$ cat config.mk
export PLATFORM = sky130hd
export DESIGN_NAME = sreg_tx_ctrl_flat
export DESIGN_NICKNAME = d
export VERILOG_FILES = /design/src/rtl/sreg_tx_ctrl_pkg.sv /design/src/rtl/sreg_tx_ctrl_if.sv /design/src/rtl/sreg_tx_ctrl_shift_reg_sync.sv /design/src/rtl/sreg_tx_ctrl.sv /design/src/flat_wrapper.sv
export SDC_FILE = /design/constraint.sdc
export NUM_CORES = 1
export LEC_CHECK = 0
export ABC_AREA = 1
export CAP_MARGIN = 15
export CORE_AREA = 2 2 78 80
export DETAILED_ROUTE_END_ITERATION = 6
export DIE_AREA = 0 0 80 82
export GPL_ROUTABILITY_DRIVEN = 0
export MAX_ROUTING_LAYER = met4
export PLACE_DENSITY = 0.55
export SLEW_MARGIN = 10
export SYNTH_ARGS = -nofsm -noshare
export SYNTH_HDL_FRONTEND = slang
export SYNTH_SLANG_ARGS = --single-unit
$ cat constraint.sdc
create_clock -name clk -period 4.05 [get_ports clk]
set_input_delay 0.81 -clock clk [delete_from_list [all_inputs] [get_ports clk]]
set_output_delay 0.81 -clock clk [all_outputs]
set_load 0.005 [all_outputs]
$ cat src/rtl/sreg_tx_ctrl_pkg.sv
// Shared definitions for the serializer controller: FSM encoding and
// the helper that sizes the bit counter from the word width.
package sreg_tx_ctrl_pkg;

    typedef enum logic [1:0] {
        IDLE  = 2'd0,
        SHIFT = 2'd1,
        DONE  = 2'd2
    } state_t;

    // Bit counter width: clog2(N), never below one bit.
    function automatic int cnt_w(input int n);
        if (n <= 2) begin
            return 1;
        end else begin
            return $clog2(n);
        end
    endfunction

endpackage

$ cat src/rtl/sreg_tx_ctrl_if.sv
// Word source / serial sink bundle for the serializer controller.
// master = word source and serial consumer side, slave = controller.
interface sreg_tx_ctrl_if #(
    parameter int N     = 8,
    parameter int DIV_W = 8
);
    logic             s_valid;
    logic             s_ready;
    logic [N-1:0]     s_data;
    logic [DIV_W-1:0] div;
    logic             sout;
    logic             frame;
    logic             bit_strobe;
    logic             done;
    logic             busy;

    modport master (
        output s_valid, s_data, div,
        input  s_ready, sout, frame, bit_strobe, done, busy
    );

    modport slave (
        input  s_valid, s_data, div,
        output s_ready, sout, frame, bit_strobe, done, busy
    );
endinterface

$ cat src/rtl/sreg_tx_ctrl_shift_reg_sync.sv
// Parallel-load shift register with synchronous clear. Load wins over
// shift; shifting fills the vacated position with zero.
module shift_reg_sync #(
    parameter int N         = 8,
    parameter int MSB_FIRST = 0
) (
    input  logic         clk,
    input  logic         reset,
    input  logic         load,
    input  logic         shift_en,
    input  logic [N-1:0] d,
    output logic [N-1:0] q
);

    // Register update: clear, load, shift toward the output end, or hold.
    always_ff @(posedge clk) begin
        if (reset) begin
            q <= {N{1'b0}};
        end else if (load) begin
            q <= d;
        end else if (shift_en) begin
            if (MSB_FIRST != 0) begin
                q <= {q[N-2:0], 1'b0};
            end else begin
                q <= {1'b0, q[N-1:1]};
            end
        end else begin
            q <= q;
        end
    end

endmodule

$ cat src/rtl/sreg_tx_ctrl.sv
// Serializer controller: takes one word per handshake and sends it out
// one bit per programmable bit period, with frame/strobe/done markers.
// All outputs are decoded from registered state; s_ready additionally
// drops while reset is held so no word is taken during reset.
module sreg_tx_ctrl
    import sreg_tx_ctrl_pkg::*;
#(
    parameter int N         = 8,
    parameter int DIV_W     = 8,
    parameter int MSB_FIRST = 0
) (
    input  logic          clk,
    input  logic          reset,
    sreg_tx_ctrl_if.slave bus
);

    localparam int CNT_W = cnt_w(N);

    state_t             state_r;
    state_t             state_s;
    logic [CNT_W-1:0]   bit_cnt_r;
    logic [DIV_W-1:0]   div_cnt_r;
    logic [DIV_W-1:0]   div_l_r;
    logic [N-1:0]       q_s;
    logic               accept_s;
    logic               strobe_s;
    logic               last_bit_s;
    logic               shift_en_s;
    logic               ser_bit_s;

    // Bit that sits at the output end of the shift register.
    function automatic logic pick_bit(input logic [N-1:0] v);
        if (MSB_FIRST != 0) begin
            return v[N-1];
        end else begin
            return v[0];
        end
    endfunction

    assign accept_s   = (state_r == IDLE) && bus.s_valid;
    assign strobe_s   = (state_r == SHIFT) && (div_cnt_r == {DIV_W{1'b0}});
    assign last_bit_s = (bit_cnt_r == CNT_W'(N - 1));
    assign shift_en_s = strobe_s && !last_bit_s;
    assign ser_bit_s  = pick_bit(q_s);

    shift_reg_sync #(
        .N         (N),
        .MSB_FIRST (MSB_FIRST)
    ) u_shift (
        .clk      (clk),
        .reset    (reset),
        .load     (accept_s),
        .shift_en (shift_en_s),
        .d        (bus.s_data),
        .q        (q_s)
    );

    // Next-state decode for IDLE -> SHIFT -> DONE -> IDLE.
    always_comb begin
        state_s = state_r;
        case (state_r)
            IDLE: begin
                if (bus.s_valid) begin
                    state_s = SHIFT;
                end else begin
                    state_s = IDLE;
                end
            end
            SHIFT: begin
                if (strobe_s && last_bit_s) begin
                    state_s = DONE;
                end else begin
                    state_s = SHIFT;
                end
            end
            DONE: begin
                state_s = IDLE;
            end
            default: begin
                state_s = IDLE;
            end
        endcase
    end

    // State register; reset always wins over a coincident accept.
    always_ff @(posedge clk) begin
        if (reset) begin
            state_r <= IDLE;
        end else begin
            state_r <= state_s;
        end
    end

    // Bit-period divider and bit counter; div is captured only at accept
    // so later changes on the input cannot disturb a frame in flight.
    always_ff @(posedge clk) begin
        if (reset) begin
            bit_cnt_r <= {CNT_W{1'b0}};
            div_cnt_r <= {DIV_W{1'b0}};
            div_l_r   <= {DIV_W{1'b0}};
        end else if (accept_s) begin
            bit_cnt_r <= {CNT_W{1'b0}};
            div_cnt_r <= bus.div;
            div_l_r   <= bus.div;
        end else if (state_r == SHIFT) begin
            if (strobe_s) begin
                if (!last_bit_s) begin
                    bit_cnt_r <= bit_cnt_r + CNT_W'(1);
                    div_cnt_r <= div_l_r;
                end else begin
                    bit_cnt_r <= bit_cnt_r;
                    div_cnt_r <= {DIV_W{1'b0}};
                end
            end else begin
                bit_cnt_r <= bit_cnt_r;
                div_cnt_r <= div_cnt_r - DIV_W'(1);
            end
        end else begin
            bit_cnt_r <= bit_cnt_r;
            div_cnt_r <= div_cnt_r;
        end
    end

    // Output decode from the registered state; sout is zero outside a frame.
    always_comb begin
        bus.s_ready    = 1'b0;
        bus.frame      = 1'b0;
        bus.bit_strobe = 1'b0;
        bus.done       = 1'b0;
        bus.busy       = 1'b0;
        bus.sout       = 1'b0;
        case (state_r)
            IDLE: begin
                bus.s_ready = !reset;
            end
            SHIFT: begin
                bus.frame      = 1'b1;
                bus.bit_strobe = strobe_s;
                bus.busy       = 1'b1;
                bus.sout       = ser_bit_s;
            end
            DONE: begin
                bus.done = 1'b1;
                bus.busy = 1'b1;
            end
            default: begin
                bus.s_ready = 1'b0;
            end
        endcase
    end

endmodule

$ cat src/flat_wrapper.sv
// flat-port wrapper written by rule: the top's interface ports become plain ports
module sreg_tx_ctrl_flat import sreg_tx_ctrl_pkg::*;
#(
    parameter int N         = 8,
    parameter int DIV_W     = 8,
    parameter int MSB_FIRST = 0
)
  (clk, reset, bus_s_valid, bus_s_data, bus_div, bus_s_ready, bus_sout, bus_frame, bus_bit_strobe, bus_done, bus_busy);
  sreg_tx_ctrl_if #(.N(N), .DIV_W(DIV_W)) bus_i ();
  input  logic clk;
  input  logic reset;
  input wire logic [$bits(bus_i.s_valid)-1:0] bus_s_valid;
  input wire logic [$bits(bus_i.s_data)-1:0] bus_s_data;
  input wire logic [$bits(bus_i.div)-1:0] bus_div;
  output wire logic [$bits(bus_i.s_ready)-1:0] bus_s_ready;
  output wire logic [$bits(bus_i.sout)-1:0] bus_sout;
  output wire logic [$bits(bus_i.frame)-1:0] bus_frame;
  output wire logic [$bits(bus_i.bit_strobe)-1:0] bus_bit_strobe;
  output wire logic [$bits(bus_i.done)-1:0] bus_done;
  output wire logic [$bits(bus_i.busy)-1:0] bus_busy;
  assign bus_i.s_valid = bus_s_valid;
  assign bus_i.s_data = bus_s_data;
  assign bus_i.div = bus_div;
  assign bus_s_ready = bus_i.s_ready;
  assign bus_sout = bus_i.sout;
  assign bus_frame = bus_i.frame;
  assign bus_bit_strobe = bus_i.bit_strobe;
  assign bus_done = bus_i.done;
  assign bus_busy = bus_i.busy;
  sreg_tx_ctrl #(.N(N), .DIV_W(DIV_W), .MSB_FIRST(MSB_FIRST)) u_core (.clk(clk), .reset(reset), .bus(bus_i));
endmodule
Word-level counts from Yosys, hierarchy flattened:

Index checks and enable logic that the tools add are counted.

* $add $sub $neg: 2
* reduce and logical (&&, ||, !) cells: 13
* bitwise gates (word level): 1
* eq/ne operators: 3
* muxes and demuxes: 15

Operators by type and width (count)
* $mux 8: 6
* $logic_not 8->1: 1
* $sub 8x1->8 const B: 1
* $mux 1: 7
* $logic_and 1x1->1: 4
* $pmux 2 s2: 1
* $reduce_bool 2->1: 2
* $reduce_or 2->1: 2
* $add 3x1->3 const B: 1
* $eq 3x3->1 const B: 1
* $reduce_and 3->1: 1
* $eq 2x1->1 const B: 1
* $eq 2x2->1 const B: 1
* $logic_not 1->1: 2
* $logic_not 2->1: 1
* $mux 2: 1
* $not 1->1: 1

* bits in registers: 29
* logic and storage cells: 39
* output and inout bits: 6

Longest topological paths before layout:

* depth in word-level cells: 5
* gate-level depth with buffers: 11

By module:

Synthesis repeated with hierarchy kept, for this count alone.

* cell total of the unflattened synthesis: 257
* area total of the unflattened synthesis: 1660.3 sq um

Modules (own cells, without submodules)
* sreg_tx_ctrl: area each 1253.7 sq um, seq. area each 420.4 sq um, times used 1, cells each 194
* shift_reg_sync: area each 406.6 sq um, seq. area each 160.2 sq um, times used 1, cells each 63

Worst setup path before layout:

No wires, ideal clock.

* path kind: input to output
* start: input port reset
* end: output port bus_s_ready
* data required time: 3.240 ns
* arrival time: 1.341 ns
* cell stages on the path: 3
* setup slack: 1.899 ns
* cells stage by stage: buf_2 buf_1 nor2_1

* cells in the longest elaborated chain, start to end: 2

Ends and longest elaborated chain
* start, declared: RTL line flat_wrapper.sv:11 `input logic reset;`
* $logic_not 1->1: RTL line sreg_tx_ctrl.sv:134 `bus.s_ready = !reset;`
* $mux 1: RTL line sreg_tx_ctrl.sv:132 `case (state_r)`
* end, declared: RTL line flat_wrapper.sv:15 `output wire logic [$bits(bus_i.s_ready)-1:0] bus_s_ready;`

Every way passes these cells.

Worst setup path after layout:

Ends and elaborated chain as after synthesis.

==> impl_metrics.env <==
export IMPL_run_status="completed"
export IMPL_critPathKind="primary input to output pin"
export IMPL_max_freq_mhz=368.7
export IMPL_p_leak_nw=0.9809
export IMPL_insertion_delay_ps=280
export IMPL_regArea_um2=580.6
export IMPL_die_area_mm2=0.006560
export IMPL_post_route_period_util=0.6697
export IMPL_finalPower_uw=733.2
export IMPL_hold_class="flip-flop to flip-flop"
export IMPL_clk_pin_slew_worst_paths_ps=60
export IMPL_initial_core_util=0.2864
export IMPL_dp_hpwl_um=2654
export IMPL_grt_pass1_wl_um=6306
export IMPL_yosys_warnings=0
export IMPL_fin_setup_tns_ps=0
export IMPL_vias=1532
export IMPL_wl_um=3682
export IMPL_post_drt_wl_per_cell_um=10.34
export IMPL_powerDensity_mw_per_mm2=364.4
export IMPL_antenna_found_initial=0
export IMPL_final_common_cell="nand2_1"
export IMPL_vias_per_cell=4.303
export IMPL_drv_slew=0
export IMPL_worst_clock_skew_ps=2.903
export IMPL_rows=28
export IMPL_crit_fanout=2
export IMPL_antenna_left=0
export IMPL_cts_resized=0
export IMPL_cts_sinks=29
export IMPL_worst_slew_pin_slew_ps=535.2
export IMPL_root_buffer="clkbuf_8"
export IMPL_cts_hold_buf=0
export IMPL_required_ps=3240
export IMPL_die_x_um=80
export IMPL_syn_inst=257
export IMPL_fillCellCount=652
export IMPL_slew_headroom=0.6432
export IMPL_grt_pass1_vias=1436
export IMPL_core_region_area_mm2=0.005746
export IMPL_syn_nets=282
export IMPL_place_area_mm2=0.001929
export IMPL_dieHeight_um=82
export IMPL_cp_data_arrival_time_ps=1900
export IMPL_ys_seq_area_frac=0.3529
export IMPL_tritoncts="built"
export IMPL_drc=0
export IMPL_setup_worst_path_start_class="primary input"
export IMPL_ys_ff_latch=29
export IMPL_vdd_ir_drop_worst_uv=228.4
export IMPL_finalHoldViolCount=0
export IMPL_cts_buffers=5
export IMPL_layout_common_cells="72 x nand2_1, 46 x inv_1, 29 x dfxtp_1, 26 x nand3_1, 24 x clkdlybuf4s50_1"
export IMPL_layout_min_cycle_time_ps=2712
export IMPL_drv_cap=0
export IMPL_drt_iter0_drc=54
export IMPL_io_buffers=24
export IMPL_syn_avg_cell_area_um2=6.402
export IMPL_rsz0062_at_grt="no"
export IMPL_crit_path_end_kind="output pin"
export IMPL_clock_path_buffers=2
export IMPL_fin_nets=305
export IMPL_synth_area_mm2=0.001645
export IMPL_grt_usage=0.1266
export IMPL_area_growth_pct=22.28
export IMPL_multi_input_area_um2=830.8
export IMPL_finish_instance_area_mm2=0.002012
export IMPL_diodes=0
export IMPL_h_tree_depth=2
export IMPL_grt_overflow=0
export IMPL_drive_gt1_frac=0.05694
export IMPL_io_pin_count=25
export IMPL_synth_cell_type_count=28
export IMPL_first_pass_iters=4
export IMPL_ff2ff_setup_slack_ps=1950
export IMPL_postCtsSetupRepairBufs=0
export IMPL_setup_viol=0
export IMPL_grt_max_degree=26
## worst max-delay path, cell delays in order
cell,delay [ps]
clkdlybuf4s50_1,470
nor2_1,120
clkdlybuf4s50_1,500
## final timing paths
| kind | end | cells after the start | startpoint |
|---|---|---|---|
| setup / recovery | bus_s_ready | 3 | reset |
| hold / removal | u_core.div_l_r[0] | 2 | u_core.div_l_r[0] |
| setup reg to reg | u_core.div_cnt_r[7] | 10 | u_core.state_r[1] |
| hold reg to reg | u_core.div_l_r[0] | 2 | u_core.div_l_r[0] |
## layout make-up
type	instances	area share
multi-input cells	172	0.4129
inverters	47	0.08769
repair buffers	25	0.1231
flip-flops and latches	29	0.2886
clock buffers	6	0.03607
well taps	75	0.04664
clock inverters	2	0.004975
## registers in the layout, indices dropped and copies added (netlist names)
signal and cells:
u_core.div_cnt_r 8, u_core.div_l_r 8, u_core.u_shift.q 8, u_core.bit_cnt_r 3, u_core.state_r 2
## synth_stat cells (all sizes together)
| library cell | instances | area share |
|---|---|---|
| o21ai | 10 | 0.030 |
| o211ai | 1 | 0.0046 |
| xnor2 | 1 | 0.0053 |
| nand3 | 27 | 0.085 |
| ha | 6 | 0.046 |
| o22ai | 5 | 0.019 |
| dfxtp | 29 | 0.35 |
| nand4 | 1 | 0.0038 |
| inv | 47 | 0.11 |
| o21bai | 2 | 0.0091 |
| nor2 | 27 | 0.071 |
| nor3 | 2 | 0.0061 |
| nand2 | 74 | 0.17 |
| a21oi | 14 | 0.043 |
| or2 | 2 | 0.0076 |
| clkbuf | 1 | 0.0023 |
| buf | 8 | 0.033 |
## metrics by stage
step	util	std cells	hold slack (ps)	setup slack [ps]
floorplan	-	257	450.9	1899
global placement	0.3358	348	462.7	1301
detailed placement	0.3358	348	470.3	1254
CTS	0.3502	356	481.6	1300
global route	0.3502	356	506.8	1278
finish	0.3502	356	477.5	1338
## where the power goes
group | leakage, nW | total, mW | internal [mW] | switching [mW]
sequential | 0.238 | 0.323 | 0.307 | 0.0153
combinational | 0.698 | 0.182 | 0.0745 | 0.108
clock | 0.0450 | 0.228 | 0.119 | 0.109
total | 0.981 | 0.733 | 0.501 | 0.233
## kinds of logic after synthesis
family | Yosys count | synth area share
buffers and inverters | 56 | 0.1422
AOI/OAI and AO/OA | 32 | 0.1057
and+or+nand+nor | 133 | 0.3483
adders and majority gates | 6 | 0.04563
xor gates and xnor gates | 1 | 0.005324
DFF | 29 | 0.3529
## routing by layer
layer | vias up | share of wire | track usage | routed length, um
li1 | 837 | - | - | -
met1 | 658 | 0.51 | 0.1511 | 1864
met2 | 31 | 0.44 | 0.2067 | 1622
met3 | 6 | 0.035 | 0.03297 | 129
met4 | 0 | 0.018 | 0.04576 | 65
met5 | - | 0 | - | 0
(Power assumes the default switching activity.)
